<file path="config.mk">
export PLATFORM = sky130hd
export DESIGN_NAME = mem_port_initiator
export DESIGN_NICKNAME = d
export VERILOG_FILES = /design/src/rtl/mem_port_initiator.sv
export SDC_FILE = /design/constraint.sdc
export NUM_CORES = 1
export LEC_CHECK = 0
export CORE_MARGIN = 2
export CORE_UTILIZATION = 40
export DETAILED_ROUTE_END_ITERATION = 6
export GPL_TIMING_DRIVEN = 0
export MAX_ROUTING_LAYER = met4
export PLACE_DENSITY = 0.8
export SLEW_MARGIN = 25
export SYNTH_ARGS = -nofsm -noshare
export SYNTH_HDL_FRONTEND = slang
export SYNTH_SLANG_ARGS = --single-unit
</file>
<file path="constraint.sdc">
create_clock -name clk -period 4.6 [get_ports clk]
set_clock_uncertainty 0.1 [all_clocks]
set_input_delay 0.92 -clock clk [delete_from_list [all_inputs] [get_ports clk]]
set_output_delay 0.92 -clock clk [all_outputs]
set_load 0.02 [all_outputs]
</file>
<file path="src/rtl/mem_port_initiator.sv">
// Memory-port initiator: accepts a clocked request and runs it over five
// four-phase channels (Access, Mode, Do, Di, Abort). It returns read data and
// the abort flag on a clocked response handshake.
module mem_port_initiator #(
   parameter int unsigned SYNC_STAGES = 2
) (
   input  logic        clk,
   input  logic        reset,
   input  logic        req_valid,
   output logic        req_ready,
   input  logic        req_rnw,
   input  logic [31:0] req_addr,
   input  logic [1:0]  req_size,
   input  logic        req_mode,
   input  logic [31:0] req_wdata,
   output logic        rsp_valid,
   input  logic        rsp_ready,
   output logic [31:0] rsp_rdata,
   output logic        rsp_abort,
   output logic        busy,
   output logic        Access_0r,
   input  logic        Access_0a,
   output logic [37:0] Access_0d,
   output logic        Mode_0r,
   input  logic        Mode_0a,
   output logic        Mode_0d,
   output logic        Do_0r,
   input  logic        Do_0a,
   output logic [31:0] Do_0d,
   output logic        Di_0r,
   input  logic        Di_0a,
   input  logic [31:0] Di_0d,
   output logic        Abort_0r,
   input  logic        Abort_0a,
   input  logic        Abort_0d
);

   typedef enum logic [2:0] {
      S_IDLE,
      S_ACC,
      S_DATA,
      S_RTZ,
      S_RESP
   } state_t;

   // bit positions of each channel in the request/acknowledge vectors
   localparam int unsigned CH_ACC  = 0;
   localparam int unsigned CH_MODE = 1;
   localparam int unsigned CH_DO   = 2;
   localparam int unsigned CH_DI   = 3;
   localparam int unsigned CH_ABT  = 4;

   state_t      state_q, state_d;
   logic [4:0]  req_q, req_d;
   logic        ready_q, ready_d;
   logic        rnw_q, rnw_d;
   logic [31:0] addr_q, addr_d;
   logic [1:0]  size_q, size_d;
   logic        mode_q, mode_d;
   logic [31:0] wdata_q, wdata_d;
   logic [31:0] rdata_q, rdata_d;
   logic        abort_q, abort_d;

   logic [4:0]  ack_raw;
   logic [4:0]  ack_s;
   logic [4:0]  sync_q [SYNC_STAGES];

   assign ack_raw = {Abort_0a, Di_0a, Do_0a, Mode_0a, Access_0a};
   assign ack_s   = sync_q[SYNC_STAGES-1];

   // acknowledge synchronisers, one SYNC_STAGES-deep chain per channel
   always_ff @(posedge clk or posedge reset) begin
      if (reset) begin
         for (int unsigned i = 0; i < SYNC_STAGES; i++) begin
            sync_q[i] <= '0;
         end
      end else begin
         sync_q[0] <= ack_raw;
         for (int unsigned i = 1; i < SYNC_STAGES; i++) begin
            sync_q[i] <= sync_q[i-1];
         end
      end
   end

   // state, channel requests, latched request fields and response registers
   always_ff @(posedge clk or posedge reset) begin
      if (reset) begin
         state_q <= S_IDLE;
         req_q   <= '0;
         ready_q <= 1'b0;
         rnw_q   <= 1'b0;
         addr_q  <= '0;
         size_q  <= '0;
         mode_q  <= 1'b0;
         wdata_q <= '0;
         rdata_q <= '0;
         abort_q <= 1'b0;
      end else begin
         state_q <= state_d;
         req_q   <= req_d;
         ready_q <= ready_d;
         rnw_q   <= rnw_d;
         addr_q  <= addr_d;
         size_q  <= size_d;
         mode_q  <= mode_d;
         wdata_q <= wdata_d;
         rdata_q <= rdata_d;
         abort_q <= abort_d;
      end
   end

   // next-state and next-register logic; every *_0r edge is decided here and
   // registered, so each request changes only on a state transition
   always_comb begin
      state_d = state_q;
      req_d   = req_q;
      rnw_d   = rnw_q;
      addr_d  = addr_q;
      size_d  = size_q;
      mode_d  = mode_q;
      wdata_d = wdata_q;
      rdata_d = rdata_q;
      abort_d = abort_q;

      case (state_q)
         S_IDLE: begin
            if (ready_q && req_valid) begin
               rnw_d           = req_rnw;
               addr_d          = req_addr;
               size_d          = req_size;
               mode_d          = req_mode;
               wdata_d         = req_wdata;
               req_d[CH_ACC]   = 1'b1;
               req_d[CH_MODE]  = 1'b1;
               req_d[CH_DO]    = ~req_rnw;
               state_d         = S_ACC;
            end
         end
         S_ACC: begin
            if (ack_s[CH_ACC] && ack_s[CH_MODE]) begin
               req_d[CH_ABT] = 1'b1;
               req_d[CH_DI]  = rnw_q;
               state_d       = S_DATA;
            end
         end
         S_DATA: begin
            if (ack_s[CH_ABT] && (rnw_q ? ack_s[CH_DI] : ack_s[CH_DO])) begin
               rdata_d = rnw_q ? Di_0d : '0;
               abort_d = Abort_0d;
               req_d   = '0;
               state_d = S_RTZ;
            end
         end
         S_RTZ: begin
            if (ack_s == '0) begin
               state_d = S_RESP;
            end
         end
         S_RESP: begin
            if (rsp_ready) begin
               state_d = S_IDLE;
            end
         end
         default: begin
            state_d = S_IDLE;
         end
      endcase

      // registered ready: low through reset, high from the first edge in IDLE
      ready_d = (state_d == S_IDLE);
   end

   assign req_ready = ready_q;
   assign busy      = (state_q != S_IDLE);
   assign rsp_valid = (state_q == S_RESP);
   assign rsp_rdata = rdata_q;
   assign rsp_abort = abort_q;

   assign Access_0r = req_q[CH_ACC];
   assign Mode_0r   = req_q[CH_MODE];
   assign Do_0r     = req_q[CH_DO];
   assign Di_0r     = req_q[CH_DI];
   assign Abort_0r  = req_q[CH_ABT];

   assign Access_0d = {3'b000, size_q, addr_q, rnw_q};
   assign Mode_0d   = mode_q;
   assign Do_0d     = wdata_q;

endmodule

</file>
==> results of run 1 <==
[worst max-delay path: stages (launching register included)]
cell and delay [ps]:
dfrtp_1 400, inv_1 70, nor3_1 270, clkdlybuf4s50_1 660
[power by group]
| group | internal, mW | leakage (nW) | total (mW) | switching, mW |
|---|---|---|---|---|
| Sequential | 1.47 | 1.58 | 1.71 | 0.243 |
| Combinational | 0.958 | 1.87 | 2.03 | 1.07 |
| Clock | 0.787 | 0.269 | 1.21 | 0.428 |
[sequential cells by signal, indices dropped and copies added, names as in the netlist]
| register | cells |
|---|---|
| Do_0d | 32 |
| Mode_0d | 1 |
| ack_s | 5 |
| addr_q | 32 |
| req_q | 4 |
| req_ready | 1 |
| rnw_q | 1 |
| rsp_abort | 1 |
| rsp_rdata | 32 |
| size_q | 2 |
| state_q | 3 |
| sync_q | 5 |
[per-layer routing]
layer | vias up | wire, um | global-route usage, %
met5 | - | 0 | -
met2 | 192 | 6130 | 35.0
li1 | 1983 | - | -
met3 | 32 | 1180 | 7.00
met4 | 0 | 424 | 10.0
met1 | 1914 | 5030 | 25.3
[cell type report]
class                      instances  area [sq um]
buffer                            32           161
clock buffer                      25           495
clock inverter                     4          45.0
fill                             858          3470
inverter                           4          20.0
multi-input combinational        333          1380
sequential                       119          2980
tap                              140           175
timing repair buffer             219          2210
[metrics by stage]
stage                     setup TNS, ps  utilization [%]
after floorplan                       0                -
after global placement          -131930             63.0
after detailed placement              0             63.3
after CTS                             0             68.2
after global routing                  0             68.2
final                                 0             68.2
[cells by family (layout without fill, tap and decap cells)]
kind of cell | Yosys count | in the layout | share of synthesized area [%]
flip-flops | 119 | 119 | 65.8
buffers and inverters | 36 | 284 | 3.90
other | 1 | 3 | 0.0829
multiplexers | 1 | 1 | 0.249
AND/OR/NAND/NOR | 322 | 322 | 28.8
AO/OA/AOI/OAI | 7 | 7 | 1.13
[Yosys cell counts]
cell type | n | area [sq um]
a31oi_1 | 1 | 6.26
nor3_1 | 2 | 10.0
or4b_1 | 1 | 10.0
nor2_1 | 2 | 7.51
nor3_2 | 3 | 30.0
a32o_2 | 1 | 11.3
dfrtp_1 | 119 | 2980
clkbuf_1 | 8 | 30.0
a21o_1 | 1 | 7.51
conb_1 | 1 | 3.75
and3_1 | 1 | 6.26
nand2b_1 | 1 | 6.26
nand3_4 | 1 | 17.5
buf_4 | 6 | 45.0
nand3_1 | 33 | 165
and4_1 | 1 | 8.76
o21ai_1 | 2 | 10.0
buf_1 | 3 | 11.3
inv_1 | 4 | 15.0
nand4_1 | 1 | 6.26
o311ai_1 | 1 | 8.76
mux2_1 | 1 | 11.3
buf_2 | 15 | 75.1
a211oi_1 | 1 | 7.51
nand2_1 | 276 | 1040
[path summary, 6_finish.rpt]
| path | start | slack (ps) | end | cells past startpoint |
|---|---|---|---|---|
| max in group asynchronous | reset | 2900 | addr_q[15] | 3 |
| max | state_q[2] | 1770 | rsp_valid | 3 |
| min in group asynchronous | reset | 820 | Do_0d[5] | 2 |
| max reg2reg | state_q[0] | 2720 | Do_0d[8] | 7 |
| min | sync_q[6] | 250 | ack_s[1] | 0 |
| min reg2reg | sync_q[6] | 250 | ack_s[1] | 0 |
==> impl_metrics.json, run 1 <==
{
  "initial_core_util_pct": 41.4,
  "setup_ws_ps": 1770,
  "dp_cells": 847,
  "coreArea_sq_mm": 0.0109,
  "rsz0062_at_grt": "false",
  "yosysUniqueCellTypes": 25,
  "period_share_pct": 61.5,
  "ios": 222,
  "ys_seq_area_share_pct": 65.8,
  "grt_max_degree": 72,
  "status": "finished, final reports clean",
  "wirelength_um": 12800,
  "final_nets": 836,
  "post_cts_resized": 0,
  "dieArea_sq_mm": 0.0122,
  "p_leak_nw": 3.72,
  "drt_pass1_iterations": 7,
  "clock_path_buffers": 2,
  "path_class": "reg -> out",
  "final_cell_area_sq_mm": 0.00746,
  "worstHoldPathType": "reg -> reg",
  "syn_to_final_growth_pct": 64.9,
  "h-tree-depth": 4,
  "min_period_ps": 2830,
  "die_w_um": 110,
  "crit_arrival_ps": 1810,
  "antennaDiodeCount": 0,
  "postCtsSetupRepairBufs": 0,
  "cp-end-kind": "primary output",
  "final_layout_size_suffix_gt1_share_pct": 7.20,
  "wl_per_cell_um": 14.6,
  "grt_usage_pct": 21.9,
  "port_buffers": 218,
  "powerDensity_mw_per_mm2": 664,
  "num_vias": 4121,
  "first_iter_violations": 294,
  "required_ps": 3580,
  "final_common_cell": "nand2_1",
  "die_y_um": 110,
  "path_clk_slew_ps": 50,
  "ir_worst_vdd_mv": 0.308,
  "routabilityCongestion": 0.797,
  "total_power_mw": 4.96,
  "postCtsHoldBufs": 0,
  "synth_cells": 486,
  "hold_viol_final": 0,
  "clock-sinks": 119,
  "overflow": 0,
  "numCtsBuffers": 17,
  "grt_pass1_wl_um": 19600,
  "row_count": 38,
  "syn_avg_cell_area_sq_um": 9.31,
  "startpoint_type": "register",
  "layout.cells.most_common_list": "276 x nand2_1, 218 x clkdlybuf4s50_1, 119 x dfrtp_1, 33 x nand3_1, 17 x clkbuf_16",
  "grt_pass1_vias": 4147,
  "root_buffer": "clkbuf_16",
  "ys_warn_count": 0,
  "drtAntennaViolNets": 0,
  "antenna_found_initial": 0,
  "final_cells": 876,
  "place_hpwl_um": 9510,
  "fmax_mhz": 354,
  "clkLatencyLatePin_ps": 400,
  "dpl_worst_slack_ps": 2080,
  "viasPerCell": 4.70,
  "drv_slew": 0,
  "path_max_fanout": 5,
  "synth_area_sq_mm": 0.00452,
  "setup_viol": 0,
  "max-cap-violations": 0,
  "cts_tree": "built",
  "dpl-instance-area_sq_mm": 0.00692,
  "drc_errors": 0,
  "hold-worst-slack_ps": 245,
  "ys_seq_elements": 119
}
(Power assumes the default switching activity.)
==> run 2: changes to the inputs <==
- CORE_UTILIZATION: 40 -> 36
- PLACE_DENSITY: 0.8 -> 0.76
- clock period: 4.6 -> 2.3 ns (I/O delays scaled with it)
==> impl_metrics.json, run 2 (synthesized netlist as in run 1, its figures left out) <==
{
  "final_common_cell": "nand2_1",
  "combPwrFrac_pct": 41.7,
  "switching_power_mw": 3.50,
  "place_hpwl_um": 9580,
  "grt_pass1_vias": 4199,
  "timing.rr.start": "state_q[1]",
  "p_clk_share_pct": 23.2,
  "dpl_worst_slack_ps": 265,
  "required_ps": 1740,
  "clkLatencyLatePin_ps": 410,
  "drt_pass1_iterations": 4,
  "p_leak_nw": 3.72,
  "hold_viol_final": 0,
  "drc_errors": 0,
  "seq_area_sq_mm": 0.00298,
  "min_period_ps": 2110,
  "clock-sinks": 119,
  "coreArea_sq_mm": 0.0122,
  "drv_slew": 0,
  "die_y_um": 116,
  "drtAntennaViolNets": 0,
  "swShare_pct": 35.8,
  "final_layout_size_suffix_gt1_share_pct": 7.31,
  "port_buffers": 218,
  "rsz0062_at_grt": "false",
  "final.setup.tns_ps": 0,
  "final_nets": 838,
  "h-tree-depth": 4,
  "root_buffer": "clkbuf_16",
  "fill_cells": 1050,
  "slew_headroom_pct": 54.2,
  "worstHoldPathType": "reg -> reg",
  "syn_to_final_growth_pct": 65.7,
  "reg2regPathDepth": 7,
  "viasPerCell": 4.52,
  "layout.cells.most_common_list": "276 x nand2_1, 216 x clkdlybuf4s50_1, 119 x dfrtp_1, 33 x nand3_1, 17 x clkbuf_16",
  "cp-end-kind": "primary output",
  "grt_usage_pct": 20.2,
  "p_seq_share_pct": 35.1,
  "ir_worst_vdd_mv": 0.731,
  "clock_path_buffers": 2,
  "wirelength_um": 12700,
  "cp-startpoint": "state_q[2]",
  "path_clk_slew_ps": 50,
  "path_class": "reg -> out",
  "setup_viol": 0,
  "holdPathStages": 0,
  "period_share_pct": 91.7,
  "initial_core_util_pct": 37.2,
  "path_max_fanout": 5,
  "max-cap-violations": 0,
  "dieArea_sq_mm": 0.0135,
  "crit_arrival_ps": 1550,
  "routabilityCongestion": 0.758,
  "ios": 222,
  "r2r_setup_slack_ps": 450,
  "row_count": 40,
  "antenna_found_initial": 0,
  "fmax_mhz": 474,
  "min_to": "ack_s[1]",
  "fin_util_pct": 61.6,
  "internal_power_mw": 6.27,
  "hp-start": "sync_q[6]",
  "num_vias": 4103,
  "crit_path_top_delay_cell": "dfrtp_1",
  "worst-path-buf-inv": 2,
  "multi_input_comb_area_sq_mm": 0.00138,
  "startpoint_type": "register",
  "grt_pass1_wl_um": 20200,
  "powerDensity_mw_per_mm2": 1300,
  "overflow": 0,
  "antennaDiodeCount": 0,
  "numCtsBuffers": 17,
  "cp_cell_sequence": "inv_1, nor3_1, dlygate4sd2_1",
  "die_w_um": 116,
  "status": "finished, final reports clean",
  "setup_ws_ps": 191,
  "slowest_delay_ps": 440,
  "worst_slew_pin_slew_ps": 686,
  "reg2reg_to": "Do_0d[8]",
  "postCtsHoldBufs": 0,
  "first_iter_violations": 193,
  "grt_max_degree": 34,
  "wl_per_cell_um": 14.0,
  "cts_tree": "built",
  "crit_family": "buffers and inverters"
}
-- run 2: cell count changes in the layout (fill, tap and decap cells not counted) --
cell,previous run,this run
clkbuf_1,12,14
clkbuf_8,4,2
nor3_4,0,1
nor3_2,3,2
inv_6,1,0
dlymetal6s2s_1,0,1
clkdlybuf4s50_1,218,216
bufinv_16,1,0
buf_16,1,0
clkinv_2,3,5
clkinvlp_4,0,1
dlygate4sd2_1,0,1
buf_12,0,3
-- run 2: what timing repair did --
action                     4_1_cts  5_1_grt
setup endpoints to repair        2        1
hold endpoints to repair         0        0
gates resized for setup          2        1
pin swaps                        0        1
buffers inserted                 0        0
-- run 2: how the worst max path moves through the flow --
stage / slack (ps) / cells past startpoint / end
final: 190 / 3 / rsp_valid
after global routing: 120 / 3 / rsp_valid
after CTS: -100 / 3 / busy
after detailed placement: 270 / 7 / Do_0d[15]
after global placement: -780 / 2 / addr_q[10]
after floorplan: 280 / 1 / Do_0d[0]
-- run 2: metal layers --
metal  share of wire [%]  track usage (%)  vias up
li1                    -                -     1987
met1                  41             23.0     1924
met2                  49             32.2      161
met3                 7.5             6.85       31
met4                 2.7             9.92        0
met5                   0                -        -
-- run 2: final cells by class --
class | count | share of cell area, %
Tap cell | 168 | 2.80
Timing Repair Buffer | 221 | 29.9
Sequential cell | 119 | 39.7
Inverter | 4 | 0.250
Buffer | 32 | 2.15
Multi-Input combinational cell | 333 | 18.5
Clock inverter | 5 | 0.334
Clock buffer | 25 | 6.34
-- run 2: per-stage QoR --
step | cells | hold slack [ps] | cell area (sq um) | power (mW)
after floorplan | 488 | 231 | 4540 | 5.30
after global placement | 874 | 236 | 6930 | 7.42
after detailed placement | 877 | 240 | 6990 | 7.55
after CTS | 907 | 255 | 7490 | 9.86
after global routing | 907 | 259 | 7500 | 10.3
final | 907 | 255 | 7500 | 9.76
-- run 2: power by group through the flow --
stage	combinational [mW]	clock, mW	sequential (mW)
after floorplan	0.892	0	4.41
after global placement	4.01	0	3.41
after detailed placement	4.10	0	3.45
after CTS	4.12	2.30	3.44
after global routing	4.39	2.41	3.53
final	4.07	2.27	3.43
==> run 3: changes to the inputs <==
- SETUP_SLACK_MARGIN: unset -> 0.4
==> impl_metrics.json, run 3 (synthesized netlist as in run 1, its figures left out) <==
{
  "status": "finished, final reports clean",
  "p_leak_nw": 4.17,
  "port_buffers": 218,
  "clock-sinks": 119,
  "row_count": 40,
  "path_max_fanout": 5,
  "ir_worst_vdd_mv": 0.694,
  "path_clk_slew_ps": 50,
  "multi_input_comb_area_sq_mm": 0.00140,
  "dp_cells": 877,
  "ios": 222,
  "final_cells": 911,
  "r2r_setup_slack_ps": 500,
  "numCtsBuffers": 17,
  "fill_cells": 1088,
  "h-tree-depth": 4,
  "reg2reg_to": "rsp_rdata[16]",
  "initial_core_util_pct": 37.2,
  "root_buffer": "clkbuf_16",
  "routabilityCongestion": 0.758,
  "die_w_um": 116,
  "fmax_mhz": 537,
  "final_common_cell": "nand2_1",
  "timing.rr.start": "rnw_q",
  "min_period_ps": 1860,
  "endpoint": "busy",
  "worstHoldPathType": "reg -> reg",
  "grt_pass1_wl_um": 20300,
  "place_hpwl_um": 9580,
  "slew_headroom_pct": 54.0,
  "cts_tree": "built",
  "coreArea_sq_mm": 0.0122,
  "dieArea_sq_mm": 0.0135,
  "drtAntennaViolNets": 0,
  "crit_arrival_ps": 1300,
  "seq_area_sq_mm": 0.00298,
  "rsz0062_at_grt": "true",
  "viasPerCell": 4.52,
  "die_y_um": 116,
  "powerDensity_mw_per_mm2": 1240,
  "hold_viol_final": 0,
  "required_ps": 1740,
  "path_class": "reg -> out",
  "grt_pass1_vias": 4222,
  "drt_pass1_iterations": 4,
  "max-cap-violations": 0,
  "final_layout_size_suffix_gt1_share_pct": 8.75,
  "wl_per_cell_um": 14.0,
  "total_power_mw": 9.21,
  "drc_errors": 0,
  "period_share_pct": 81.0,
  "first_iter_violations": 182,
  "worst_slew_pin_slew_ps": 688,
  "grt_max_degree": 34,
  "reg2regPathDepth": 7,
  "startpoint_type": "register",
  "clkLatencyLatePin_ps": 410,
  "overflow": 0,
  "final_nets": 842,
  "cp-startpoint": "state_q[1]",
  "drv_slew": 0,
  "setup_viol": 0,
  "antenna_found_initial": 0,
  "cp-end-kind": "primary output",
  "num_vias": 4122,
  "layout.cells.most_common_list": "276 x nand2_1, 116 x dfrtp_1, 109 x clkdlybuf4s50_1, 107 x dlygate4sd2_1, 33 x nand3_1",
  "wirelength_um": 12700,
  "syn_to_final_growth_pct": 64.3,
  "clock_path_buffers": 2,
  "antennaDiodeCount": 0,
  "grt_usage_pct": 20.3
}
## run 3: cell types whose count changed in the layout (fill, tap and decap cells not counted), moves of 3 or more
cell	change
clkdlybuf4s50_1	-107
dlygate4sd2_1	+106
buf_2	-8
buf_4	+7
clkbuf_4	+4
buf_6	+3
dfrtp_1	-3
dfrtp_2	+3
## run 3: timing repair
| item | CTS | global route |
|---|---|---|
| setup endpoints to repair | 120 | 53 |
| resized for setup | 119 | 22 |
| pin swaps | 1 | 1 |
| buffers inserted | 1 | 3 |
| hold buffers | 0 | 0 |
## run 3: cell type report
class	instances	area share [%]
clock buffers	25	6.40
clock inverters	5	0.337
inverters	4	0.252
plain buffers	32	2.51
flip-flops and latches	119	40.1
multi-input cells	333	18.8
repair buffers	225	28.8
well taps	168	2.83
## run 3: worst min path at each step
stage / to / startpoint / depth (start not counted)
CTS: ack_s[1] / sync_q[6] / 0
global route: ack_s[2] / sync_q[7] / 0
floorplan: ack_s[0] / sync_q[5] / 0
detailed placement: ack_s[1] / sync_q[6] / 0
global placement: ack_s[0] / sync_q[5] / 0
finish: ack_s[1] / sync_q[6] / 0
## run 3: metrics by stage
step                instance area (sq um)  TNS (ps)  utilization [%]  setup slack (ps)  hold slack [ps]
finish                               7430         0             61.1               438              255
global route                         7430         0             61.1               374              259
CTS                                  7370         0             60.6               237              255
detailed placement                   6990         0             57.5               265              240
global placement                     6930    -92020             57.0              -780              236
floorplan                            4540         0                -               285              231
## run 3: layer usage
layer / track usage [%] / wire [um] / up-vias
met4: 9.92 / 345 / 0
li1: - / - / 1998
met5: - / 0 / -
met1: 23.0 / 5140 / 1924
met3: 6.85 / 984 / 30
met2: 32.5 / 6270 / 170
## run 3: power by group
group / internal, mW / switching, mW
sequential: 2.94 / 0.458
combinational: 1.39 / 2.16
clock: 1.41 / 0.856
## run 3: worst max-delay path, stage by stage (launching register included)
cell and delay, ps:
dfrtp_2 440, nor3_4 230, inv_1 80, buf_6 130
